**config.mk**
```make
export PLATFORM = sky130hd
export DESIGN_NAME = pram_ctrl
export DESIGN_NICKNAME = d
export VERILOG_FILES = /design/src/rtl/pram_ctrl.sv
export SDC_FILE = /design/constraint.sdc
export NUM_CORES = 1
export LEC_CHECK = 0
export BUFFER_PORTS_ARGS = -buffer_cell sky130_fd_sc_hd__buf_2
export CORE_AREA = 10 10 113 115
export CTS_BUF_LIST = sky130_fd_sc_hd__clkbuf_4 sky130_fd_sc_hd__clkbuf_8
export DETAILED_ROUTE_END_ITERATION = 10
export DIE_AREA = 0 0 123 125
export GPL_TIMING_DRIVEN = 0
export PLACE_DENSITY = 0.69
export SLEW_MARGIN = 10
export SYNTH_ARGS = -nofsm -noshare
export SYNTH_HDL_FRONTEND = slang
export SYNTH_SLANG_ARGS = --single-unit
```
**constraint.sdc**
```tcl
create_clock -name clka -period 4.35 [get_ports clka]
set_input_delay 0.435 -clock clka [delete_from_list [all_inputs] [get_ports clka]]
set_output_delay 0.435 -clock clka [all_outputs]
set_load 0.005 [all_outputs]
```
**src/rtl/pram_ctrl.sv**
```systemverilog
// pram_ctrl: request/response front end for the single port of a pram block RAM.
// Absorbs the RAM's one-cycle registered read latency and buffers up to two
// responses so that no read data is lost while the response side stalls.
//
// Optional feature macro: PRAM_CTRL_RMW_EN
//   defined   -> byte-strobed partial writes are performed as read-modify-write
//                through a two-state FSM (IDLE, RMW_WR)
//   undefined -> req_wstrb is ignored and every write is a full-word write
//
// Handshakes: a transfer happens on a rising clka edge where valid and ready
// are both high; valid never waits on ready, and the payload must be held
// stable by the source while valid is high and ready is low.
module pram_ctrl #(
    parameter int DATA_WIDTH = 32,
    parameter int ADDR_WIDTH = 10,
    parameter int STRB_WIDTH = DATA_WIDTH / 8
) (
    input  logic                  clka,
    input  logic                  rsta_n,
    input  logic                  req_valid,
    output logic                  req_ready,
    input  logic                  req_wen,
    input  logic [ADDR_WIDTH-1:0] req_addr,
    input  logic [DATA_WIDTH-1:0] req_wdata,
    input  logic [STRB_WIDTH-1:0] req_wstrb,
    output logic                  resp_valid,
    input  logic                  resp_ready,
    output logic [DATA_WIDTH-1:0] resp_rdata,
    output logic                  resp_wen,
    output logic                  ram_ena,
    output logic                  ram_wea,
    output logic [ADDR_WIDTH-1:0] ram_addra,
    output logic [DATA_WIDTH-1:0] ram_dina,
    input  logic [DATA_WIDTH-1:0] ram_douta
);

    // Response FIFO and the single in-flight RAM access tracker.
    logic [1:0]            count_q, count_d;
    logic                  inflight_q, inflight_d;
    logic                  inflight_wen_q, inflight_wen_d;
    logic [DATA_WIDTH-1:0] fifo_data_q [2];
    logic [1:0]            fifo_wen_q;
    logic                  rd_ptr_q, wr_ptr_q;

    logic                  accept;
    logic                  pop;
    logic                  pop_fifo;
    logic                  push;
    logic [1:0]            occupancy;
    logic                  slot_free;

    // Every accepted access will eventually need a FIFO slot; count the one
    // still in flight so that the FIFO can never be asked to hold a third word.
    assign occupancy = count_q + {1'b0, inflight_q};
    assign slot_free = (occupancy < 2'd2);

`ifdef PRAM_CTRL_RMW_EN
    typedef enum logic {
        IDLE   = 1'b0,
        RMW_WR = 1'b1
    } state_t;

    state_t                state_q, state_d;
    logic [ADDR_WIDTH-1:0] rmw_addr_q;
    logic [DATA_WIDTH-1:0] rmw_wdata_q;
    logic [STRB_WIDTH-1:0] rmw_wstrb_q;
    logic                  strb_zero;
    logic                  partial;
    logic [DATA_WIDTH-1:0] merged;

    assign strb_zero = (req_wstrb == '0);
    assign partial   = req_wen && !strb_zero && (req_wstrb != '1);

    // Merge the latched write bytes over the old word returned by the RMW read.
    always_comb begin
        merged = ram_douta;
        for (int b = 0; b < STRB_WIDTH; b++) begin
            if (rmw_wstrb_q[b]) begin
                merged[8*b +: 8] = rmw_wdata_q[8*b +: 8];
            end
        end
    end

    // FSM state register.
    always_ff @(posedge clka or negedge rsta_n) begin
        if (!rsta_n) begin
            state_q <= IDLE;
        end else begin
            state_q <= state_d;
        end
    end

    // Capture the partial write so its write half can be issued next cycle.
    always_ff @(posedge clka or negedge rsta_n) begin
        if (!rsta_n) begin
            rmw_addr_q  <= '0;
            rmw_wdata_q <= '0;
            rmw_wstrb_q <= '0;
        end else if (accept && partial) begin
            rmw_addr_q  <= req_addr;
            rmw_wdata_q <= req_wdata;
            rmw_wstrb_q <= req_wstrb;
        end
    end

    // Next state, request acceptance and RAM port drive.
    always_comb begin
        state_d        = state_q;
        req_ready      = (state_q == IDLE) && slot_free;
        accept         = req_valid && req_ready;
        ram_ena        = 1'b0;
        ram_wea        = 1'b0;
        ram_addra      = req_addr;
        ram_dina       = req_wdata;
        inflight_d     = 1'b0;
        inflight_wen_d = inflight_wen_q;
        case (state_q)
            IDLE: begin
                if (accept) begin
                    ram_ena = 1'b1;
                    if (partial) begin
                        // Read half only; the response comes from the write half.
                        state_d = RMW_WR;
                    end else begin
                        // All-zero strobes degrade to a read that still echoes wen.
                        ram_wea        = req_wen && !strb_zero;
                        inflight_d     = 1'b1;
                        inflight_wen_d = req_wen;
                    end
                end
            end
            RMW_WR: begin
                // Read-first RAM returns the old word for this write next cycle.
                ram_ena        = 1'b1;
                ram_wea        = 1'b1;
                ram_addra      = rmw_addr_q;
                ram_dina       = merged;
                inflight_d     = 1'b1;
                inflight_wen_d = 1'b1;
                state_d        = IDLE;
            end
        endcase
    end
`else
    logic unused_wstrb;
    assign unused_wstrb = ^req_wstrb;

    // Request acceptance and RAM port drive; every write is a full word.
    always_comb begin
        req_ready      = slot_free;
        accept         = req_valid && req_ready;
        ram_ena        = accept;
        ram_wea        = accept && req_wen;
        ram_addra      = req_addr;
        ram_dina       = req_wdata;
        inflight_d     = accept;
        inflight_wen_d = accept ? req_wen : inflight_wen_q;
    end
`endif

    // Response head selection, FIFO push/pop decisions and next count.
    always_comb begin
        resp_valid = (count_q != 2'd0) || inflight_q;
        if (count_q != 2'd0) begin
            resp_rdata = fifo_data_q[rd_ptr_q];
            resp_wen   = fifo_wen_q[rd_ptr_q];
        end else begin
            resp_rdata = ram_douta;
            resp_wen   = inflight_wen_q;
        end
        pop      = resp_valid && resp_ready;
        pop_fifo = pop && (count_q != 2'd0);
        // The in-flight word bypasses the FIFO only when it is the head and is taken.
        push     = inflight_q && !(pop && (count_q == 2'd0));
        count_d  = count_q + {1'b0, push} - {1'b0, pop_fifo};
    end

    // In-flight tracker and FIFO occupancy.
    always_ff @(posedge clka or negedge rsta_n) begin
        if (!rsta_n) begin
            count_q        <= 2'd0;
            inflight_q     <= 1'b0;
            inflight_wen_q <= 1'b0;
        end else begin
            count_q        <= count_d;
            inflight_q     <= inflight_d;
            inflight_wen_q <= inflight_wen_d;
        end
    end

    // FIFO storage and pointers.
    always_ff @(posedge clka or negedge rsta_n) begin
        if (!rsta_n) begin
            fifo_data_q[0] <= '0;
            fifo_data_q[1] <= '0;
            fifo_wen_q     <= '0;
            rd_ptr_q       <= 1'b0;
            wr_ptr_q       <= 1'b0;
        end else begin
            if (push) begin
                fifo_data_q[wr_ptr_q] <= ram_douta;
                fifo_wen_q[wr_ptr_q]  <= inflight_wen_q;
                wr_ptr_q              <= ~wr_ptr_q;
            end
            if (pop_fifo) begin
                rd_ptr_q <= ~rd_ptr_q;
            end
        end
    end

endmodule

```
==> impl_metrics.toml <==
[status]
status = "finished, final reports clean"

[final_layout]
final_cells = 593
syn2layout_area_growth_pct = 26.33
n_antenna_cell = 0
multi_input_area_um2 = 1538
final_nets = 533
drive_gt1_share_pct = 56.07
fillers = 991
fin_util_pct = 45.19
design_area_um2 = 4791
regArea_um2 = 1802

[setup_path]
endpoint = "resp_rdata[12]"
cp_cell_sequence = "buf_6 -> nor2_1 -> buf_2 -> buf_2 -> nand2_1 -> o21ai_0 -> buf_2"
crit_path_frequent_cell = "buf_2"
reg2reg_from = "count_q[1]"
crit_required_ns = 3.91
r2r_slack_ns = 2.50
reg2reg_to = "count_q[1]"
cp_max_fo = 10
cpMaxStageDelayCell = "dfrtp_1"
crit_start = "count_q[1]"
worstSetupEndpointType = "output port"
rr_worst_depth = 8
critPathMaxStageDelay_ns = 0.38
critical_path_class = "flop to output port"
startpoint_type = "flop"
worstPathArrival_ns = 1.97

[global_routing]
grt_pass1_wl_um = 15470
busiest_layer = "met2"
grt_max_degree = 38
grt_usage_pct = 12.51
grt_antenna_before_repair = 0
overflow = 0
groute.layer.met3.usage_pct = 5.671
grt_util_met1_pct = 13.15
met2_usage_pct = 22.47
grt_pass1_vias = 3003

[worst_hold_path]
hold_path_class = "primary input to async pin"

[routing]
dr.pass1.iters = 4
drc_errors = 0
vias = 2760
routedWlPerCell_um = 16.72
ant_nets = 0
totalWireLength_um = 9916
viasPerCell = 4.654
drt_iter0_drc = 80

[synthesis]
synth_seq_area_share_pct = 47.51
synth-edff-count = 0
synth.avg_cell_area_um2 = 11.81
ys_ff_latch = 72
synth_warnings = 0
synth_top_area_share_pct = 47.51
ys_async_sr_fraction_pct = 100.0
yosysMostFrequentCell = "dfrtp_1"
synth_area_leader_cell = "dfrtp_1"
syn_area_um2 = 3792
synth_ff_type = "dfrtp_1"
netlist_instances = 321
synth_commonest_cells = "dfrtp_1 (72), mux2_2 (61), buf_4 (42)"
syn_nets = 406
ys_top_cells_by_area = "dfrtp_1 (48%), mux2_2 (18%), mux2i_1 (9.0%), buf_4 (8.3%), o21ai_0 (4.4%)"
ys_types = 21

[floorplanning]
die-area_um2 = 15380
initial_core_util_pct = 35.77
die_x_um = 123
core_um2 = 10600
num_io_pins = 162
die_y_um = 125
placementRows = 38

[placed_design]
place.gp.congestion = 0.7696
dp_hpwl_um = 7681
io_buffers = 115
post-place-ws_ns = 2.258
placed_cell_area_um2 = 4566
dp_cells = 577

[sta]
finalCritPeriodShare_pct = 55.35
hold_viol = 0
fin_worst_skew_ns = 0.005490
finalSetupViolCount = 0
min_period_ns = 2.408
grt_setup_unrepaired = "false"
drv_slew = 0
setup_tns_ns = 0
fmax_ghz = 0.4153
fin_ws_ns = 1.942
worstMarginPinSlew_ns = 0.5940
hold_slack_ns = 0.05596
slew_headroom_pct = 60.19

[pwr]
power_density_nw_per_um2 = 726.3
vdd_ir_drop_max_uv = 313.3
power.leakage_nw = 2.328
finalPower_mw = 3.479

[clock_network]
numCtsBuffers = 9
cts_tree = "built"
ctsHtreeMaxLevel = 3
cts.repair.resized = 0
cts.path.max_buffers = 2
cts_setup_buffers = 0
hold_buffers = 0
clk_pin_slew_ns = 0.07
clock-sinks = 72
root_buffer = "clkbuf_8"
clk_latency_ns = 0.34

[job]
maxCapViolCount = 0
worst max-delay path, delay by kind of cell (launching register included):
family                 cells  cell delay, ns
buffers and inverters      4            0.87
flip-flops                 1            0.38
AND/OR/NAND/NOR            2            0.30
AO/OA/AOI/OAI              1            0.09
state kept, by name (all words and copies together), names as in the netlist:
register / count
count_q: 2
fifo_data_q: 64
fifo_wen_q: 2
inflight_q: 1
inflight_wen_q: 1
rd_ptr_q: 1
wr_ptr_q: 1
routing by layer:
layer,part of all wire (%),up-vias
met5,0,-
met4,0.19,0
met3,12,2
met2,50,110
met1,37,1338
li1,-,1310
layout by cell type (no fill, tap or decap), types with 6 or more instances in the layout:
cell type	Yosys	layout
o21ai_0	33	33
buf_6	7	7
clkbuf_8	0	10
mux2_2	61	61
buf_4	42	43
buf_2	8	122
dfrtp_1	72	72
nand2_1	37	37
mux2_1	6	6
mux2i_1	34	34
cell families after synthesis:
group | synth area share, %
adders and majority gates | 0.6597
muxes | 28.87
buffers and inverters | 11.94
and+or+nand+nor | 5.510
DFF | 47.51
xor gates and xnor gates | 1.155
AOI/OAI and AO/OA | 4.355
worst min path at each step:
stage / from / end / depth (start not counted)
6_report: rsta_n / fifo_data_q[22] / 1
2_1_floorplan: rsta_n / count_q[0] / 0
3_5_place_dp: rsta_n / fifo_data_q[22] / 1
4_1_cts: rsta_n / fifo_data_q[22] / 1
3_3_place_gp: fifo_wen_q[0] / fifo_wen_q[0] / 1
5_1_grt: rsta_n / fifo_data_q[22] / 1
layout make-up:
type / instances / share of cell area (%)
multi-input combinational: 187 / 32.10
sequential: 72 / 37.61
clock buffer: 11 / 3.030
clock inverter: 5 / 1.671
tap: 140 / 3.656
timing repair buffer: 116 / 12.48
inverter: 2 / 0.1567
buffer: 60 / 9.297
where the power goes:
| part | total (mW) | leakage [nW] | switching (mW) | internal [mW] |
|---|---|---|---|---|
| clock network | 0.585 | 0.109 | 0.241 | 0.344 |
| registers | 1.20 | 0.853 | 0.178 | 1.02 |
| logic | 1.70 | 1.37 | 0.802 | 0.896 |
| total | 3.48 | 2.33 | 1.22 | 2.26 |
No activity file was read; power rests on OpenSTA's default activity.
